**config.mk**
```make
export PLATFORM = sky130hd
export DESIGN_NAME = rect_rasterizer
export DESIGN_NICKNAME = d
export VERILOG_FILES = /design/src/rtl/rect_rasterizer.sv
export SDC_FILE = /design/constraint.sdc
export NUM_CORES = 1
export LEC_CHECK = 0
export ABC_AREA = 1
export CAP_MARGIN = 20
export CORE_ASPECT_RATIO = 0.7
export CORE_MARGIN = 8
export CORE_UTILIZATION = 55
export DETAILED_ROUTE_END_ITERATION = 10
export PLACE_DENSITY_LB_ADDON = 0.2
export SLEW_MARGIN = 15
export SYNTH_ARGS = -nofsm -noshare
export SYNTH_HDL_FRONTEND = slang
export SYNTH_SLANG_ARGS = --single-unit
```
**constraint.sdc**
```tcl
create_clock -name i_clk -period 2.2 [get_ports i_clk]
set_clock_uncertainty 0.05 [all_clocks]
set_input_delay 0.66 -clock i_clk [delete_from_list [all_inputs] [get_ports i_clk]]
set_output_delay 0.66 -clock i_clk [all_outputs]
set_load 0.02 [all_outputs]
```
**src/rtl/rect_rasterizer.sv**
```systemverilog
// rect_rasterizer: accepts filled-rectangle draw commands over valid/ready and
// emits one framebuffer pixel write per cycle in raster order, honouring
// backpressure from the framebuffer write port.
// Build option: define RASTER_CLIP_EN to clamp out-of-range corners to the frame
// edge instead of rejecting the command with o_error.
module rect_rasterizer #(
  parameter int VERT_RESOLUTION  = 60,
  parameter int HORIZ_RESOLUTION = 80,
  parameter int COLOR_WIDTH      = 4,
  localparam int VW = $clog2(VERT_RESOLUTION),
  localparam int HW = $clog2(HORIZ_RESOLUTION)
) (
  input  logic                   i_clk,
  input  logic                   i_srst,
  input  logic                   i_cmd_valid,
  output logic                   o_cmd_ready,
  input  logic [HW-1:0]          i_cmd_x0,
  input  logic [HW-1:0]          i_cmd_x1,
  input  logic [VW-1:0]          i_cmd_y0,
  input  logic [VW-1:0]          i_cmd_y1,
  input  logic [COLOR_WIDTH-1:0] i_cmd_red,
  input  logic [COLOR_WIDTH-1:0] i_cmd_green,
  input  logic [COLOR_WIDTH-1:0] i_cmd_blue,
  output logic [VW-1:0]          o_vert_write_addr,
  output logic [HW-1:0]          o_horiz_write_addr,
  output logic [COLOR_WIDTH-1:0] o_red,
  output logic [COLOR_WIDTH-1:0] o_green,
  output logic [COLOR_WIDTH-1:0] o_blue,
  output logic                   o_write_en,
  input  logic                   i_write_ready,
  output logic                   o_done,
  output logic                   o_error
);

  localparam logic [HW-1:0] HMAX = HW'(HORIZ_RESOLUTION - 1);
  localparam logic [VW-1:0] VMAX = VW'(VERT_RESOLUTION - 1);

  typedef enum logic [1:0] {
    IDLE,
    SETUP,
    DRAW,
    DONE
  } state_e;

  state_e                 state_q;
  logic [HW-1:0]          cmdX0_q, cmdX1_q;
  logic [VW-1:0]          cmdY0_q, cmdY1_q;
  logic [COLOR_WIDTH-1:0] cmdRed_q, cmdGreen_q, cmdBlue_q;
  logic [HW-1:0]          xMin_q, xMax_q;
  logic [VW-1:0]          yMax_q;

  logic [HW-1:0]          clipX0, clipX1;
  logic [VW-1:0]          clipY0, clipY1;
  logic [HW-1:0]          xMin_d, xMax_d;
  logic [VW-1:0]          yMin_d, yMax_d;
  logic                   rangeErr;

  // Sort the latched corners into a bounding box, after clamping or range-checking them
  always_comb begin
    clipX0 = cmdX0_q;
    clipX1 = cmdX1_q;
    clipY0 = cmdY0_q;
    clipY1 = cmdY1_q;
`ifdef RASTER_CLIP_EN
    if (cmdX0_q > HMAX) clipX0 = HMAX;
    if (cmdX1_q > HMAX) clipX1 = HMAX;
    if (cmdY0_q > VMAX) clipY0 = VMAX;
    if (cmdY1_q > VMAX) clipY1 = VMAX;
    rangeErr = 1'b0;
`else
    rangeErr = (cmdX0_q > HMAX) || (cmdX1_q > HMAX) ||
               (cmdY0_q > VMAX) || (cmdY1_q > VMAX);
`endif
    xMin_d = (clipX0 < clipX1) ? clipX0 : clipX1;
    xMax_d = (clipX0 < clipX1) ? clipX1 : clipX0;
    yMin_d = (clipY0 < clipY1) ? clipY0 : clipY1;
    yMax_d = (clipY0 < clipY1) ? clipY1 : clipY0;
  end

  // Command FSM: latch a command, set up its box, walk it pixel by pixel, pulse done
  always_ff @(posedge i_clk) begin
    if (i_srst) begin
      state_q            <= IDLE;
      o_cmd_ready        <= 1'b1;
      o_write_en         <= 1'b0;
      o_done             <= 1'b0;
      o_error            <= 1'b0;
      o_vert_write_addr  <= '0;
      o_horiz_write_addr <= '0;
      o_red              <= '0;
      o_green            <= '0;
      o_blue             <= '0;
      cmdX0_q            <= '0;
      cmdX1_q            <= '0;
      cmdY0_q            <= '0;
      cmdY1_q            <= '0;
      cmdRed_q           <= '0;
      cmdGreen_q         <= '0;
      cmdBlue_q          <= '0;
      xMin_q             <= '0;
      xMax_q             <= '0;
      yMax_q             <= '0;
    end else begin
      case (state_q)
        IDLE: begin
          o_done  <= 1'b0;
          o_error <= 1'b0;
          if (i_cmd_valid && o_cmd_ready) begin
            cmdX0_q     <= i_cmd_x0;
            cmdX1_q     <= i_cmd_x1;
            cmdY0_q     <= i_cmd_y0;
            cmdY1_q     <= i_cmd_y1;
            cmdRed_q    <= i_cmd_red;
            cmdGreen_q  <= i_cmd_green;
            cmdBlue_q   <= i_cmd_blue;
            o_cmd_ready <= 1'b0;
            state_q     <= SETUP;
          end
        end

        SETUP: begin
          xMin_q  <= xMin_d;
          xMax_q  <= xMax_d;
          yMax_q  <= yMax_d;
          o_red   <= cmdRed_q;
          o_green <= cmdGreen_q;
          o_blue  <= cmdBlue_q;
          if (rangeErr) begin
            o_done  <= 1'b1;
            o_error <= 1'b1;
            state_q <= DONE;
          end else begin
            o_vert_write_addr  <= yMin_d;
            o_horiz_write_addr <= xMin_d;
            o_write_en         <= 1'b1;
            state_q            <= DRAW;
          end
        end

        DRAW: begin
          if (i_write_ready) begin
            if (o_horiz_write_addr == xMax_q) begin
              if (o_vert_write_addr == yMax_q) begin
                o_write_en <= 1'b0;
                o_done     <= 1'b1;
                state_q    <= DONE;
              end else begin
                o_horiz_write_addr <= xMin_q;
                o_vert_write_addr  <= o_vert_write_addr + VW'(1);
              end
            end else begin
              o_horiz_write_addr <= o_horiz_write_addr + HW'(1);
            end
          end
        end

        DONE: begin
          o_done      <= 1'b0;
          o_error     <= 1'b0;
          o_cmd_ready <= 1'b1;
          state_q     <= IDLE;
        end

        default: begin
          state_q     <= IDLE;
          o_cmd_ready <= 1'b1;
          o_write_en  <= 1'b0;
          o_done      <= 1'b0;
          o_error     <= 1'b0;
        end
      endcase
    end
  end

endmodule

```
==> metrics.txt, run 1 <==
Rel. slew slack 0.685; Initial Util 0.565; row cnt 28; htree depth 3; Hold/Removal Path Class flip-flop to flip-flop; part of the power in combinational logic 0.589; # fillers 719; CP cell instances clkdlybuf4s50_1; Sw Share 0.482; RSZ-0062 raised after global routing false; largest net degree at the start of global routing 77; Routed Antenna Nets 0; highest clock rate 466 MHz; Mapped Cells 696; initial antenna violation count 0; die area 0.0119 mm2; grt ovf 0; IO Count 71; Root Driver clkbuf_16; Setup crit start kind flip-flop; Synth area leader dfxtp_1; Clock power frac 0.145; Mapped Area 0.00475 mm2; Die W 127 um; measured slew at the worst slew-check pin 0.473 ns; Seq pwr share 0.266; CP endpoint kind output port; Iter 0 DRT Violations 316; share of cells above drive strength 1 0.0878; Worst Path Required 1.49 ns; DR vias/cell 5.28; port bufs 70; CTS Buf Count 9; Final Hold Vio Count 0; Distinct cells, synth 36; Tmin final 2.15 ns; first-pass GRT wire length 20900 um; pre-CTS WS 0.00203 ns; register area 0.00178 mm2; placed inst area 0.00556 mm2; synth warn 0; post-synthesis sequential area ratio 0.375; Slew Viols, Final 0; Post-route DRC 0; leakage power 2.67 nW; Pre-Repair DR Iteration Count 5; Setup Total Neg Slack 0 ns; Max VDD drop 0.840 mV; total of max-cap violations 0; Slowest-stage cell, CP clkdlybuf4s50_1; Worst path max stage delay 0.65 ns; synthesized area per cell 6.83 um2; vias in the first global route 4451; net load switching power 4.70 mW; worst skew pair latency 0.34 ns; WP buf/inv 1; area of the multi-input gates 0.00243 mm2; overall global routing resource usage 0.214; final setup vio count 0; core box area 0.00841 mm2; CP Max Fanout 5; #FFs+latches synth 89; final non-filler cell area 0.00583 mm2; CTS clk-pin slew, worst paths 0.06 ns; power density cells 1670 mW/mm2; ant diodes 0; critical path arrival 1.44 ns; Final period util 0.975; CP top delay family buffers and inverters; synth top area cells dfxtp_1 (38%), nand2_1 (12%), a21oi_1 (7.8%); CTS tree done; Die Ht 93.8 um; CP Class flip-flop to output port; Area Growth Syn to Fin 22.8%; status finished clean; DP HPWL 8840 um; RePlAce Congestion 0.896; clk sinks 89; via count 4584; Mapped Nets 756; Yosys top cell area share 0.375; final worst slack 0.0544 ns; # nets final 819; Pint 5.05 mW; Longest Clk Path Bufs 2; WL per Instance 14.1 um; routed wire length 12200 um; Post-CTS Setup Inserts 0; Hold Buf Count CTS 0
## worst min-delay path: stages (launching register included)
cell and delay, ns:
dfxtp_1 0.30, inv_1 0.06, a21oi_1 0.05
## final timing paths
kind,from,endpoint,slack [ns],cells after the start
worst min register to register,cmdGreen_q[1]$_SDFFE_PP0P_,cmdGreen_q[1]$_SDFFE_PP0P_,0.40,2
worst max-delay path,o_horiz_write_addr[4]$_SDFFE_PP0P_,o_horiz_write_addr[4],0.05,1
worst max register to register,clipY1[5]$_SDFFE_PP0P_,yMax_q[2]$_SDFFE_PP0P_,0.21,9
worst min-delay path,cmdGreen_q[1]$_SDFFE_PP0P_,cmdGreen_q[1]$_SDFFE_PP0P_,0.40,2
## placed cells by master (no fill, tap or decap), types with 2 or more instances in the layout
master	n
nand3_2	2
inv_2	6
dlymetal6s2s_1	3
ha_1	17
xor2_1	4
nand4_1	3
o211ai_1	14
clkbuf_16	9
nor2_2	10
inv_1	92
nand2_2	10
buf_4	12
clkdlybuf4s50_1	66
nand2_1	158
nor2_1	51
clkinv_4	3
a21oi_1	74
o21ai_0	68
clkinv_2	2
buf_12	2
dfxtp_1	89
o21ai_1	2
nand3_1	48
## cell usage after synthesis, drive strengths merged
| cell | instances |
|---|---|
| nand2 | 169 |
| xor2 | 4 |
| nand3 | 51 |
| a21oi | 75 |
| nor3 | 1 |
| dfxtp | 89 |
| o21bai | 1 |
| clkbuf | 18 |
| a21o | 1 |
| o21ai | 70 |
| nand4 | 3 |
| a21boi | 1 |
| buf | 14 |
| or2 | 1 |
| xnor2 | 2 |
| nor2 | 63 |
| inv | 99 |
| o21a | 1 |
| ha | 18 |
| o211ai | 14 |
| clkinv | 1 |
## through the flow
stage	std cells	utilization	hold slack [ns]	total power, mW
after CTS	868	0.693	0.406	9.69
final	868	0.694	0.402	9.75
after global routing	868	0.694	0.430	10.6
after global placement	853	0.661	0.387	8.07
after detailed placement	853	0.661	0.396	8.24
after floorplan	696	-	0.380	6.71
## cell families after synthesis
group | Yosys count | share of synthesized area
fa+ha+maj | 18 | 0.0474
flops | 89 | 0.375
simple gates | 288 | 0.266
compound gates | 163 | 0.186
xor+xnor | 6 | 0.0126
buf+inv | 132 | 0.113
## routing by layer
metal | vias to the layer above | GRT usage | part of all wire
met4 | 0 | 0.0602 | 0.011
li1 | 2352 | - | -
met3 | 10 | 0.0731 | 0.074
met5 | - | 0 | 0
met2 | 140 | 0.345 | 0.43
met1 | 2082 | 0.267 | 0.48
## area by class of cell
type,instances,area share
flip-flops and latches,89,0.306
inverters,100,0.0648
clock buffers,9,0.0386
clock inverters,6,0.00772
well taps,105,0.0225
multi-input cells,475,0.417
repair buffers,84,0.144
## flip-flops by register name (all words and copies together), names as in the netlist, 6 cells and up
name / count
clipX0: 7
clipX1: 7
clipY0: 6
clipY1: 6
o_horiz_write_addr: 7
o_vert_write_addr: 6
xMax_q: 7
xMin_q: 7
yMax_q: 6
## power by group through the flow
| stage | clock, mW | combinational, mW | sequential [mW] |
|---|---|---|---|
| after global placement | 0 | 5.48 | 2.59 |
| final | 1.42 | 5.75 | 2.59 |
| after floorplan | 0 | 3.95 | 2.77 |
| after detailed placement | 0 | 5.63 | 2.61 |
| after global routing | 1.50 | 6.49 | 2.66 |
| after CTS | 1.43 | 5.67 | 2.58 |
## timing repair
item | CTS | global route
endpoints found under the setup margin | 1 | 3
resized for setup | 1 | 3
pin swaps | 0 | 0
(Power assumes the default switching activity.)
==> run 2, diff against run 1 <==
--- a/config.mk
+++ b/config.mk
@@ -9,7 +9,7 @@
 export CAP_MARGIN = 20
 export CORE_ASPECT_RATIO = 0.7
 export CORE_MARGIN = 8
-export CORE_UTILIZATION = 55
+export CORE_UTILIZATION = 49
 export DETAILED_ROUTE_END_ITERATION = 10
 export PLACE_DENSITY_LB_ADDON = 0.2
 export SLEW_MARGIN = 15
==> constraint.sdc (replaced) <==
create_clock -name i_clk -period 1.7 [get_ports i_clk]
set_clock_uncertainty 0.05 [all_clocks]
set_input_delay 0.51 -clock i_clk [delete_from_list [all_inputs] [get_ports i_clk]]
set_output_delay 0.51 -clock i_clk [all_outputs]
set_load 0.02 [all_outputs]
==> metrics.txt, run 2 (same netlist as run 1, synthesis figures left out) <==
status finished with violations; failing checks negative setup slack; Die Ht 98.4 um (+4.9%); Initial Util 0.496 (-0.0687); leakage power 3.11 nW (+16%); critical path arrival 1.95 ns (+0.51 ns); htree depth 3 (unchanged); Setup Total Neg Slack -0.101 ns (-0.101 ns); CP top delay family flip-flops; RePlAce Congestion 0.888 (-0.85%); Slowest-stage cell, CP dfxtp_2; first-pass GRT wire length 22200 um (+6.2%); Post-route DRC 0 (unchanged); R2R depth 11 (+2); crit path from clipX1[6]$_SDFFE_PP0P_; Routed Antenna Nets 0 (unchanged); share of cells above drive strength 1 0.312 (+0.224); highest clock rate 566 MHz; r2r setup slk -0.07 ns (-0.28 ns); commonest non-fill, non-tap cell in the layout nand2_1; Iter 0 DRT Violations 420 (+33%); Area Growth Syn to Fin 44.6%; commonest cells after routing, fill and taps aside nand2_1 (118), inv_1 (79), a21oi_1 (71); ant diodes 0 (unchanged); final instance count without filler cells 939 (+8.2%); Die W 134 um (+5.2%); RSZ-0062 raised after global routing true; overall global routing resource usage 0.205 (-0.00885); Longest Clk Path Bufs 2 (unchanged); hold slack 0.405 ns (+0.00253 ns); CP Class flip-flop to flip-flop; clk sinks 89 (unchanged); power density cells 2320 mW/mm2 (+39%); Worst path max stage delay 0.35 ns (-0.30 ns); IO Count 71 (unchanged); most used cell, CP nand2_4; CTS clk-pin slew, worst paths 0.07 ns (about the same); CP Max Fanout 5 (unchanged); WL per Instance 15.7 um (+12%); CTS Buf Count 9 (unchanged); total of max-cap violations 0 (unchanged); port bufs 70 (unchanged); Hold/Removal Path Class flip-flop to flip-flop; via count 4989 (+8.8%); # nets final 866 (+5.7%); WP buf/inv 3 (+2); Worst Path Required 1.88 ns (+0.39 ns); Final Hold Vio Count 0 (unchanged); CTS tree done; Pre-Repair DR Iteration Count 5 (unchanged); area of the multi-input gates 0.00299 mm2 (+23%); largest net degree at the start of global routing 73 (-5.2%); row cnt 30 (+7.1%); hold depth 2 (unchanged); vias in the first global route 4721 (+6.1%); register area 0.00181 mm2 (+1.8%); DP HPWL 9320 um (+5.5%); hold_sp cmdBlue_q[0]$_SDFFE_PP0P_; final worst slack -0.0656 ns (-0.120 ns); measured slew at the worst slew-check pin 0.294 ns (-0.179 ns); DR vias/cell 5.31 (+0.61%); # fillers 725 (+0.83%); # placed instances 913 (+7.0%); core box area 0.00957 mm2 (+14%); final setup vio count 5 (+5); CP cell instances inv_2 > ha_4 > nand2_4 > o21a_4 > nand2_4 > buf_6 > nand2_4 > nand2_2 > nand2_1 > o211ai_1 > inv_1; Rel. slew slack 0.804 (+0.119); Setup crit start kind flip-flop; routed wire length 14700 um (+21%); Tmin final 1.77 ns; CP endpoint kind flip-flop; Final period util 1.04; reg2reg start clipX1[6]$_SDFFE_PP0P_; Core Util, Final 0.718 (+0.0243); initial antenna violation count 0 (unchanged); worst skew pair latency 0.35 ns (about the same); Slew Viols, Final 0 (unchanged); Root Driver clkbuf_16; Worst R2R End xMin_q[4]$_SDFFE_PP0P_; grt ovf 0 (unchanged); Max VDD drop 0.953 mV (+14%); die area 0.0132 mm2 (+10%); Hold EP cmdBlue_q[0]$_SDFFE_PP0P_
[run 2: cell count changes in the layout (fill, tap and decap cells not counted), sizes merged]
cell / previous run / this run
buf: 14 / 59
clkdlybuf4s50: 66 / 41
dlygate4sd2: 1 / 24
clkdlybuf4s15: 0 / 4
clkbuf: 9 / 12
clkinv: 6 / 3
dlymetal6s2s: 3 / 0
clkinvlp: 0 / 2
inv: 100 / 102
[run 2: what timing repair did]
action | 4_1_cts | 5_1_grt
resized for setup | 69 | 152
setup buffers | 2 | 5
gates cloned | 2 | 1
hold buffers | 0 | 0
endpoints found under the setup margin | 75 | 79
pin swaps | 13 | 47
[run 2: worst max path at each step]
stage | endpoint | slack [ns] | cells past startpoint
6_report | xMin_q[4]$_SDFFE_PP0P_ | -0.07 | 11
5_1_grt | xMin_q[4]$_SDFFE_PP0P_ | -0.13 | 11
4_1_cts | o_horiz_write_addr[4] | -0.02 | 1
3_5_place_dp | cmdBlue_q[3]$_SDFFE_PP0P_ | -0.33 | 8
3_3_place_gp | clipX0[2]$_SDFFE_PP0P_ | -0.28 | 8
2_1_floorplan | yMax_q[1]$_SDFFE_PP0P_ | 0.002 | 9
[run 2: final cells by class]
cell class              count  share of cell area
well taps                 128              0.0233
repair buffers            131               0.181
clock inverters             7             0.00765
inverters                 100              0.0559
multi-input cells         475               0.435
clock buffers               9              0.0328
flip-flops and latches     89               0.264
[run 2: layer usage]
| layer | global-route usage | vias to the layer above | share of wire |
|---|---|---|---|
| li1 | - | 2451 | - |
| met1 | 0.259 | 2311 | 0.44 |
| met2 | 0.327 | 199 | 0.46 |
| met3 | 0.0564 | 28 | 0.074 |
| met4 | 0.0748 | 0 | 0.019 |
| met5 | 0 | - | 0 |
[run 2: metrics by stage]
stage	power, mW	area [um2]	setup WS, ns
floorplan	8.81	4780	0.00162
global placement	11.2	5910	-0.281
detailed placement	11.5	5910	-0.331
CTS	13.7	6320	-0.0206
global route	17.0	6870	-0.125
finish	15.9	6870	-0.0656
[run 2: where the power goes]
part	switching (mW)	internal, mW
combinational	6.23	4.34
sequential	0.586	2.87
clock	0.902	1.01
total	7.72	8.21
[run 2: worst min-delay path, delay by kind of cell (launching register included)]
| kind | cells | cell delay, ns |
|---|---|---|
| AO/OA/AOI/OAI | 1 | 0.05 |
| buffers and inverters | 1 | 0.06 |
| flip-flops | 1 | 0.30 |
